File: config.mk
export PLATFORM = sky130hd
export DESIGN_NAME = fifo_stream_reader_flat
export DESIGN_NICKNAME = d
export VERILOG_FILES = /design/src/rtl/fifo_stream_reader_pkg.sv /design/src/rtl/fifo_stream_reader_if.sv /design/src/rtl/fifo_stream_reader_stream_out_buf.sv /design/src/rtl/fifo_stream_reader.sv /design/src/flat_wrapper.sv
export SDC_FILE = /design/constraint.sdc
export NUM_CORES = 1
export LEC_CHECK = 0
export ABC_AREA = 1
export CORE_MARGIN = 2
export CORE_UTILIZATION = 40
export CTS_CLUSTER_SIZE = 10
export DETAILED_ROUTE_END_ITERATION = 8
export RECOVER_POWER = 25
export REMOVE_ABC_BUFFERS = 1
export SYNTH_ARGS = -nofsm -noshare
export SYNTH_HDL_FRONTEND = slang
export SYNTH_HIERARCHICAL = 1
export SYNTH_SLANG_ARGS = --single-unit
export TNS_END_PERCENT = 100
File: constraint.sdc
create_clock -name clk -period 3.6 [get_ports clk]
set_input_delay 0.72 -clock clk [delete_from_list [all_inputs] [get_ports clk]]
set_output_delay 0.72 -clock clk [all_outputs]
set_load 0.05 [all_outputs]
File: src/rtl/fifo_stream_reader_pkg.sv
`default_nettype none
// ------------------------------------------------------------------
// fifo_stream_reader_pkg : shared constants and types for the reader
// Revision: 1.0
// ------------------------------------------------------------------
package fifo_stream_reader_pkg;

  localparam int c_DATA_WIDTH = 8;
  localparam int c_BUF_DEPTH  = 3;
  localparam int c_LEVEL_W    = 2;

  typedef logic [c_LEVEL_W-1:0] level_t;

  // Encoded as {push, pop} so the buffer can cast its qualified strobes directly.
  typedef enum logic [1:0] {
    BUF_HOLD = 2'b00,
    BUF_POP  = 2'b01,
    BUF_PUSH = 2'b10,
    BUF_SWAP = 2'b11
  } buf_op_e;

  function automatic logic has_credit(input level_t lvl, input logic infl, input int depth);
    logic [2:0] sum;
    sum = {1'b0, lvl} + {2'b00, infl};
    return sum < 3'(depth);
  endfunction

endpackage
`default_nettype wire

File: src/rtl/fifo_stream_reader_if.sv
`default_nettype none
// ------------------------------------------------------------------
// fifo_stream_reader_if : FIFO read port plus output stream bundle
// Revision: 1.0
// ------------------------------------------------------------------
interface fifo_stream_reader_if
  import fifo_stream_reader_pkg::*;
#(
  parameter int DATA_WIDTH = c_DATA_WIDTH
);
  logic                  fifo_rd_en;
  logic [DATA_WIDTH-1:0] fifo_dout;
  logic                  fifo_empty;
  logic                  flush;
  logic                  m_valid;
  logic                  m_ready;
  logic [DATA_WIDTH-1:0] m_data;
  level_t                level;

  modport master (
    output fifo_rd_en, m_valid, m_data, level,
    input  fifo_dout, fifo_empty, flush, m_ready
  );

  modport slave (
    input  fifo_rd_en, m_valid, m_data, level,
    output fifo_dout, fifo_empty, flush, m_ready
  );
endinterface
`default_nettype wire

File: src/rtl/fifo_stream_reader_stream_out_buf.sv
`default_nettype none
// ------------------------------------------------------------------
// stream_out_buf : small ordered register buffer, head at entry 0
// Revision: 1.0
// ------------------------------------------------------------------
module stream_out_buf
  import fifo_stream_reader_pkg::*;
#(
  parameter int DATA_WIDTH = c_DATA_WIDTH,
  parameter int DEPTH      = c_BUF_DEPTH
) (
  input  logic                  clk,
  input  logic                  rst_n,
  input  logic                  push,
  input  logic [DATA_WIDTH-1:0] din,
  input  logic                  pop,
  input  logic                  clear,
  output level_t                level,
  output logic                  valid,
  output logic [DATA_WIDTH-1:0] head
);
  localparam level_t c_FULL = level_t'(DEPTH);

  logic [DEPTH-1:0][DATA_WIDTH-1:0] r_mem;
  logic [DEPTH-1:0][DATA_WIDTH-1:0] w_mem_nxt;
  logic [DEPTH-1:0][DATA_WIDTH-1:0] w_shift;
  level_t  r_level;
  level_t  w_level_nxt;
  level_t  w_level_popped;
  logic    r_valid;
  logic    w_pop_ok;
  logic    w_push_ok;
  buf_op_e w_op;

  assign w_pop_ok       = pop & (r_level != '0);
  assign w_level_popped = r_level - level_t'(w_pop_ok);
  assign w_push_ok      = push & (w_level_popped < c_FULL);
  assign w_op           = buf_op_e'({w_push_ok, w_pop_ok});

  always_comb begin
    w_shift = '0;
    for (int i = 0; i < DEPTH - 1; i++) begin
      w_shift[i] = r_mem[i+1];
    end
  end

  always_comb begin
    w_mem_nxt   = r_mem;
    w_level_nxt = r_level;
    if (clear) begin
      w_mem_nxt   = '0;
      w_level_nxt = '0;
    end else begin
      case (w_op)
        BUF_HOLD: ;
        BUF_POP: begin
          w_mem_nxt   = w_shift;
          w_level_nxt = r_level - level_t'(1);
        end
        BUF_PUSH: begin
          w_mem_nxt[r_level] = din;
          w_level_nxt        = r_level + level_t'(1);
        end
        // Simultaneous pop and push: shift, then fill the slot the tail moved out of.
        BUF_SWAP: begin
          w_mem_nxt                        = w_shift;
          w_mem_nxt[r_level - level_t'(1)] = din;
        end
      endcase
    end
  end

  always_ff @(posedge clk or negedge rst_n) begin
    if (!rst_n) begin
      r_mem   <= '0;
      r_level <= '0;
      r_valid <= 1'b0;
    end else begin
      r_mem   <= w_mem_nxt;
      r_level <= w_level_nxt;
      r_valid <= (w_level_nxt != '0);
    end
  end

  assign level = r_level;
  assign valid = r_valid;
  assign head  = r_mem[0];

endmodule
`default_nettype wire

File: src/rtl/fifo_stream_reader.sv
`default_nettype none
// ------------------------------------------------------------------
// fifo_stream_reader : credit-based reader turning a sync FIFO into a stream
// Revision: 1.0
// ------------------------------------------------------------------
module fifo_stream_reader
  import fifo_stream_reader_pkg::*;
#(
  parameter int DATA_WIDTH = c_DATA_WIDTH,
  parameter int BUF_DEPTH  = c_BUF_DEPTH
) (
  input  logic                 clk,
  input  logic                 rst_n,
  fifo_stream_reader_if.master bus
);
  logic                  r_inflight;
  logic                  w_rd_en;
  logic                  w_push;
  logic                  w_pop;
  logic                  w_valid;
  level_t                w_level;
  logic [DATA_WIDTH-1:0] w_head;

  // Credit counts buffered words plus the one read whose data is still on its way.
  assign w_rd_en = rst_n & ~bus.fifo_empty & ~bus.flush
                 & has_credit(w_level, r_inflight, BUF_DEPTH);

  always_ff @(posedge clk or negedge rst_n) begin
    if (!rst_n) begin
      r_inflight <= 1'b0;
    end else begin
      r_inflight <= w_rd_en;
    end
  end

  assign w_push = r_inflight & ~bus.flush;
  assign w_pop  = w_valid & bus.m_ready & ~bus.flush;

  stream_out_buf #(
    .DATA_WIDTH (DATA_WIDTH),
    .DEPTH      (BUF_DEPTH)
  ) u_buf (
    .clk   (clk),
    .rst_n (rst_n),
    .push  (w_push),
    .din   (bus.fifo_dout),
    .pop   (w_pop),
    .clear (bus.flush),
    .level (w_level),
    .valid (w_valid),
    .head  (w_head)
  );

  assign bus.fifo_rd_en = w_rd_en;
  assign bus.m_valid    = w_valid;
  assign bus.m_data     = w_head;
  assign bus.level      = w_level;

endmodule
`default_nettype wire

File: src/flat_wrapper.sv
// flat-port wrapper written by rule: the top's interface ports become plain ports
module fifo_stream_reader_flat import fifo_stream_reader_pkg::*;
#(
  parameter int DATA_WIDTH = c_DATA_WIDTH,
  parameter int BUF_DEPTH  = c_BUF_DEPTH
)
  (clk, rst_n, bus_fifo_rd_en, bus_m_valid, bus_m_data, bus_level, bus_fifo_dout, bus_fifo_empty, bus_flush, bus_m_ready);
  fifo_stream_reader_if #(.DATA_WIDTH(DATA_WIDTH)) bus_i ();
  input  logic clk;
  input  logic rst_n;
  output wire logic [$bits(bus_i.fifo_rd_en)-1:0] bus_fifo_rd_en;
  output wire logic [$bits(bus_i.m_valid)-1:0] bus_m_valid;
  output wire logic [$bits(bus_i.m_data)-1:0] bus_m_data;
  output wire logic [$bits(bus_i.level)-1:0] bus_level;
  input wire logic [$bits(bus_i.fifo_dout)-1:0] bus_fifo_dout;
  input wire logic [$bits(bus_i.fifo_empty)-1:0] bus_fifo_empty;
  input wire logic [$bits(bus_i.flush)-1:0] bus_flush;
  input wire logic [$bits(bus_i.m_ready)-1:0] bus_m_ready;
  assign bus_fifo_rd_en = bus_i.fifo_rd_en;
  assign bus_m_valid = bus_i.m_valid;
  assign bus_m_data = bus_i.m_data;
  assign bus_level = bus_i.level;
  assign bus_i.fifo_dout = bus_fifo_dout;
  assign bus_i.fifo_empty = bus_fifo_empty;
  assign bus_i.flush = bus_flush;
  assign bus_i.m_ready = bus_m_ready;
  fifo_stream_reader #(.DATA_WIDTH(DATA_WIDTH), .BUF_DEPTH(BUF_DEPTH)) u_core (.clk(clk), .rst_n(rst_n), .bus(bus_i));
endmodule
======== Yosys cells after proc, flatten, opt, wreduce, memory -nomap -nowiden ========
Cells that the tools add are included.
W data, S select, Z words.
cells by class
  $lt $le $gt $ge ......................... 6
  reduce and logical (&&, ||, !) cells .... 5
  div/mod/pow operators ................... 0
  multiplexer cells ....................... 10
  multiply operators ...................... 0
  bitwise logic cells ..................... 10
  add/sub/neg operators ................... 4
  eq/ne operators ......................... 3
  shifts and indexed selects .............. 0
operator list
  operator               number
  $pmux W24 S3           1
  $bwmux W24             2
  $demux W8 S2           2
  $mux W24               1
  $mux W8                2
  $and A1 B1 Y1          8
  $lt A2 B3 Y1 const B   2
  $eq A2 B2 Y1 const B   2
  $ge A2 B1 Y1 const B   2
  $pmux W2 S2            1
  $reduce_bool A2 Y1     2
  $reduce_bool A4 Y1     1
  $add A2 B1 Y3          1
  $lt A3 B2 Y1 const B   1
  $add A2 B1 Y2 const B  1
  $eq A2 B1 Y1 const B   1
  $logic_and A1 B1 Y1    2
  $lt A2 B2 Y1 const B   1
  $mux W2                1
  $not A1 Y1             2
  $sub A2 B1 Y2          1
  $sub A2 B1 Y2 const B  1
word-level totals
  bits in read-only memories .............. 0
  memories ................................ 0
  output and inout port bits .............. 12
  bits in registers ....................... 28
  bits in writable memories ............... 0
  logic and storage cells ................. 44
  latch bits .............................. 0
  bits of input ports ..................... 13

======== Logic depth before layout (Yosys ltp) ========
  depth after elaboration ................. 10
  mapped depth ............................ 20
  gate-level depth less buffers ........... 17

======== Modules after synthesis ========
Netlist, hierarchy kept.
by module, submodules not included
  module              times used  area each (µm²)  seq. area each (µm²)  cells an instance
  stream_out_buf      1           2112.0           675.6                 337
  fifo_stream_reader  1           90.1             25.0                  13

======== Worst setup path after synthesis ========
No wires, ideal clock.
  path kind ............................... flip-flop to flip-flop
  from .................................... register u_core.u_buf.r_level[0] (netlist: u_core/u_buf/level[0])
  to ...................................... register u_core/u_buf/r_mem[10] (netlist bit)
  stages on the path, launching flop included .. 21
  path buffers ............................ 3
  period minus slack after synthesis ...... 3006 ps
  arrival ................................. 2889 ps
  data required time ...................... 3484 ps
  setup slack ............................. 594 ps
  library setup time ...................... 116 ps
  cell sequence ........................... dfrtp_1 inv_1 ha_1 buf_4 clkinv_1 nand2_1 inv_1 ha_1 a21oi_1 o21ai_0 nand2_1 inv_1 ha_1 buf_6 nor2_8 inv_2 buf_6 nor2_1 nor2_1 nand2_1 nand2_1
between the ends
  word-level cells in the longest chain between the ends .. 8
  elaborated cells on any way between the ends .. 24
  classes of those cells .................. add/sub (2); order compare (5); eq/ne (3); mux (8); bitwise (2); reduce/logical (4)
RTL lines
  item                                                                        line                                                                              source
  start: declaration                                                          fifo_stream_reader_stream_out_buf.sv:27                                           level_t r_level;
  start signal: assignment                                                    fifo_stream_reader_stream_out_buf.sv:80                                           r_level <= w_level_nxt;
  $sub A2 B1 Y2 or $reduce_bool A2 Y1 (tied branches)                         fifo_stream_reader_stream_out_buf.sv:67, fifo_stream_reader_stream_out_buf.sv:35
  $lt A2 B3 Y1 (not written as such) (tied with other cells)                  fifo_stream_reader_stream_out_buf.sv:67                                           w_mem_nxt[r_level - level_t'(1)] = din;
  $logic_and A1 B1 Y1 (not written as such) or $sub A2 B1 Y2 (tied branches)  fifo_stream_reader_stream_out_buf.sv:67, fifo_stream_reader_stream_out_buf.sv:36
  $mux W8 (not written as such) or $lt A2 B2 Y1 (tied branches)               fifo_stream_reader_stream_out_buf.sv:67, fifo_stream_reader_stream_out_buf.sv:37
  $demux W8 S2 or $and A1 B1 Y1 (tied branches)                               fifo_stream_reader_stream_out_buf.sv:67, fifo_stream_reader_stream_out_buf.sv:37
  $bwmux W24 (tied with other cells)                                          fifo_stream_reader_stream_out_buf.sv:67
  $pmux W24 S3                                                                fifo_stream_reader_stream_out_buf.sv:54                                           case (w_op)
  $mux W24                                                                    fifo_stream_reader_stream_out_buf.sv:50                                           if (clear) begin
  end signal: assignment                                                      fifo_stream_reader_stream_out_buf.sv:79                                           r_mem <= w_mem_nxt;
  end: declaration                                                            fifo_stream_reader_stream_out_buf.sv:24                                           logic [DEPTH-1:0][DATA_WIDTH-1:0] r_mem;
Parallel ways exist; a longest one is shown, timed or not.
A chain may end at the register's enable or synchronous reset.

======== Worst setup path after layout ========
  from .................................... input bus_flush
  to ...................................... register u_core.u_buf.r_mem (netlist bit u_core/u_buf/head[4])
between the ends
  word-level cells in the longest chain between the ends .. 9
  elaborated cells on any way between the ends .. 13
  classes of those cells .................. add/sub (1); order compare (1); eq/ne (3); mux (2); bitwise (5); reduce/logical (1)
RTL lines
  item                                          line                                     source
  start: declaration                            flat_wrapper.sv:17                       input wire logic [$bits(bus_i.flush)-1:0] bus_flush;
  $not A1 Y1 *                                  fifo_stream_reader.sv:37                 assign w_pop = w_valid & bus.m_ready & ~bus.flush;
  $and A1 B1 Y1 *                               fifo_stream_reader.sv:37
  net u_core.w_pop                              fifo_stream_reader.sv:19                 logic w_pop;
  $and A1 B1 Y1 *                               fifo_stream_reader_stream_out_buf.sv:35  assign w_pop_ok = pop & (r_level != '0);
  $sub A2 B1 Y2                                 fifo_stream_reader_stream_out_buf.sv:36  assign w_level_popped = r_level - level_t'(w_pop_ok);
  $lt A2 B2 Y1                                  fifo_stream_reader_stream_out_buf.sv:37  assign w_push_ok = push & (w_level_popped < c_FULL);
  $and A1 B1 Y1                                 fifo_stream_reader_stream_out_buf.sv:37
  $eq A2 B2 Y1 or $eq A2 B1 Y1 (tied branches)  fifo_stream_reader_stream_out_buf.sv:54
  $pmux W24 S3                                  fifo_stream_reader_stream_out_buf.sv:54
  $mux W24                                      fifo_stream_reader_stream_out_buf.sv:50
Mark *: on every way through the listed nets, which the timed path passes. The rest lies on a longest branch.

==> results.toml <==
[global_routing]
grt_max_degree = 33
grt_overflow = 0
antenna_found_initial = 0
grt_pass1_vias = 1957
grt_pass1_wl_um = 9211
grt_usage_pct = 18.74

[synthesis]
post-synth-top-count-cell = "nand2_1"
yosysTopAreaCell = "dfrtp_1"
synth_top_area_share_pct = 31.82
synthArstFlopShare_pct = 100.0
ys_seq_area_share_pct = 31.82
netlist_top_cells_area = "dfrtp_1, nand2_1, nand3_1"
yosys_warnings = 6
ys_seq_elements = 28
synth_edf_count = 0
synth_area_um2 = 2202
avgSynthCellArea_um2 = 6.292
ys_types = 17
syn_inst = 350
synth_common_cells = "nand2_1, nand3_1, inv_1"
synth_ff_type = "dfrtp_1"

[outcome]
violations = "capacitance limit, slew limit"
outcome = "finished with violations"

[drt]
dr_total_vias = 2077
ant_nets = 0
first_iter_violations = 118
via_per_inst = 4.797
routed_wl_um = 5259
drc_errors = 0
wl_per_cell_um = 12.15
drt_pass1_iterations = 5

[sta]
worstMarginPinSlew_ns = 1.587
slew_viol_final = 29
slew_headroom_pct = -5.779
final.min_clock_period_ns = 3.022
clock_skew_ns = 0.003463
fin_crit_sh_pct = 83.95
rsz0062_at_grt = "no"
fmax_ghz = 0.3309
final-setup-viol-count = 0
finalHoldViolations = 0
finalSetupTns_ns = 0

[cells_and_area]
final_layout_size_suffix_gt1_share_pct = 4.432
n_antenna_cell = 0
fin_cells = 433
area_growth_pct = 11.70
final_nets = 386

[place]
placed_cells = 430
gp_congestion = 0.7634
dp_hpwl_um = 3364
numPortBuffers = 24

[hold_path]
hp-class = "reg2reg"

[floorplanning]
start_util_pct = 40.74
die_area_um2 = 6114
die_h_um = 78.20
top_level_ports = 25
die_w_um = 78.20
core_area_um2 = 5405
rows = 27

[clock_network]
clock_sinks = 28
htreeDepth = 1
max-clock-path-buffers = 2
cts.repair.resized = 0
cts_hold_buf = 0
cts_tree = "yes"
cts_root_buf = "clkbuf_8"
cts-buffers-inserted = 3
post_cts_buffers = 0
clock_latency_ns = 0.28
path_clk_slew_ns = 0.10

[setup_path]
crit_path_end_kind = "flop"
cp.required_ns = 3.82
cp_max_fo = 32
cp.arrival_ns = 3.25
worstSetupStartpointType = "input port"
crit_type = "in2reg"

[flow_run]
drv_cap = 1

[power_and_ir_drop]
power_leakage_uw = 0.001204
power_uw = 622.9
ir_drop_uv = 163.2
powerDensity_nw_per_um2 = 253.2
logic make-up after synthesis:
family,share of synthesized area [%]
buffers and inverters,15.34
DFF,31.82
and+or+nand+nor,44.20
adders and majority gates,5.682
AOI/OAI and AO/OA,2.954
routing by layer:
layer | GRT usage, % | vias to the layer above | wire, um
met2 | 32.24 | 41 | 2488
met5 | 0 | - | 0
met1 | 25.05 | 939 | 2496
li1 | - | 1093 | -
met3 | 2.759 | 4 | 222
met4 | 3.860 | 0 | 52
sequential cells by signal, indices dropped and copies added, names as in the netlist:
register / cells
u_core/r_inflight: 1
u_core/u_buf/head: 8
u_core/u_buf/level: 2
u_core/u_buf/r_mem: 16
u_core/u_buf/valid: 1
power breakdown:
group	total (uW)	leakage (uW)	switching, uW	internal, uW
sequential	328	0.000388	6.14	322
combinational	116	0.000795	76.2	40.2
clock	179	0.0000216	103	75.4
total	623	0.00120	186	437
path summary, 6_finish.rpt:
| kind | end | depth (start not counted) | from | slack [ns] |
|---|---|---|---|---|
| worst max-delay path | u_core/u_buf/head[4] | 16 | bus_flush | 0.58 |
| worst max register to register | u_core/u_buf/head[4] | 17 | u_core/u_buf/level[0] | 0.65 |
| worst min-delay path | u_core/u_buf/head[1] | 2 | u_core/u_buf/head[1] | 0.51 |
| max in group asynchronous | u_core/u_buf/r_mem[10] | 2 | rst_n | 1.26 |
| worst min register to register | u_core/u_buf/head[1] | 2 | u_core/u_buf/head[1] | 0.51 |
| min in group asynchronous | u_core/u_buf/head[5] | 2 | rst_n | 1.42 |
final cells by class:
type / instances / area [um2]
Sequential cell: 28 / 700.7
Timing Repair Buffer: 30 / 291.5
Multi-Input combinational cell: 254 / 1164
Fill cell: 593 / 2945
Tap cell: 72 / 90.09
Clock buffer: 3 / 41.29
Inverter: 46 / 172.7
through the flow:
step	hold slack (ns)	setup slack, ns	utilization [%]	cell area [um2]
after global routing	0.5375	0.2619	45.51	2460
final	0.5136	0.5777	45.51	2460
after floorplan	0.4244	0.1867	-	2037
after detailed placement	0.4874	0.2956	44.81	2422
after global placement	0.4884	0.3791	44.81	2422
after CTS	0.5168	0.6029	45.58	2464
critical path, stage by stage:
cell             delay, ns
clkdlybuf4s50_1       0.47
nor2_1                0.05
nand2_1               0.08
inv_1                 0.08
ha_1                  0.28
a21oi_1               0.04
o21ai_0               0.08
nand2_1               0.09
inv_1                 0.08
ha_1                  0.47
nor2_8                0.05
inv_2                 0.42
nor2_1                0.09
nor2_1                0.12
nand2_1               0.07
nand2_1               0.05
cell usage in the layout (no fill, tap or decap), drive strengths merged:
| cell type | n |
|---|---|
| clkbuf | 4 |
| dlygate4sd3 | 1 |
| buf | 6 |
| inv | 45 |
| clkinv | 1 |
| nand2 | 133 |
| nand2b | 1 |
| a21oi | 2 |
| o21ai | 11 |
| dfrtp | 28 |
| ha | 10 |
| nor2 | 41 |
| nand3 | 56 |
| clkdlybuf4s50 | 22 |
Note: power is estimated with default switching activity, not from simulation.
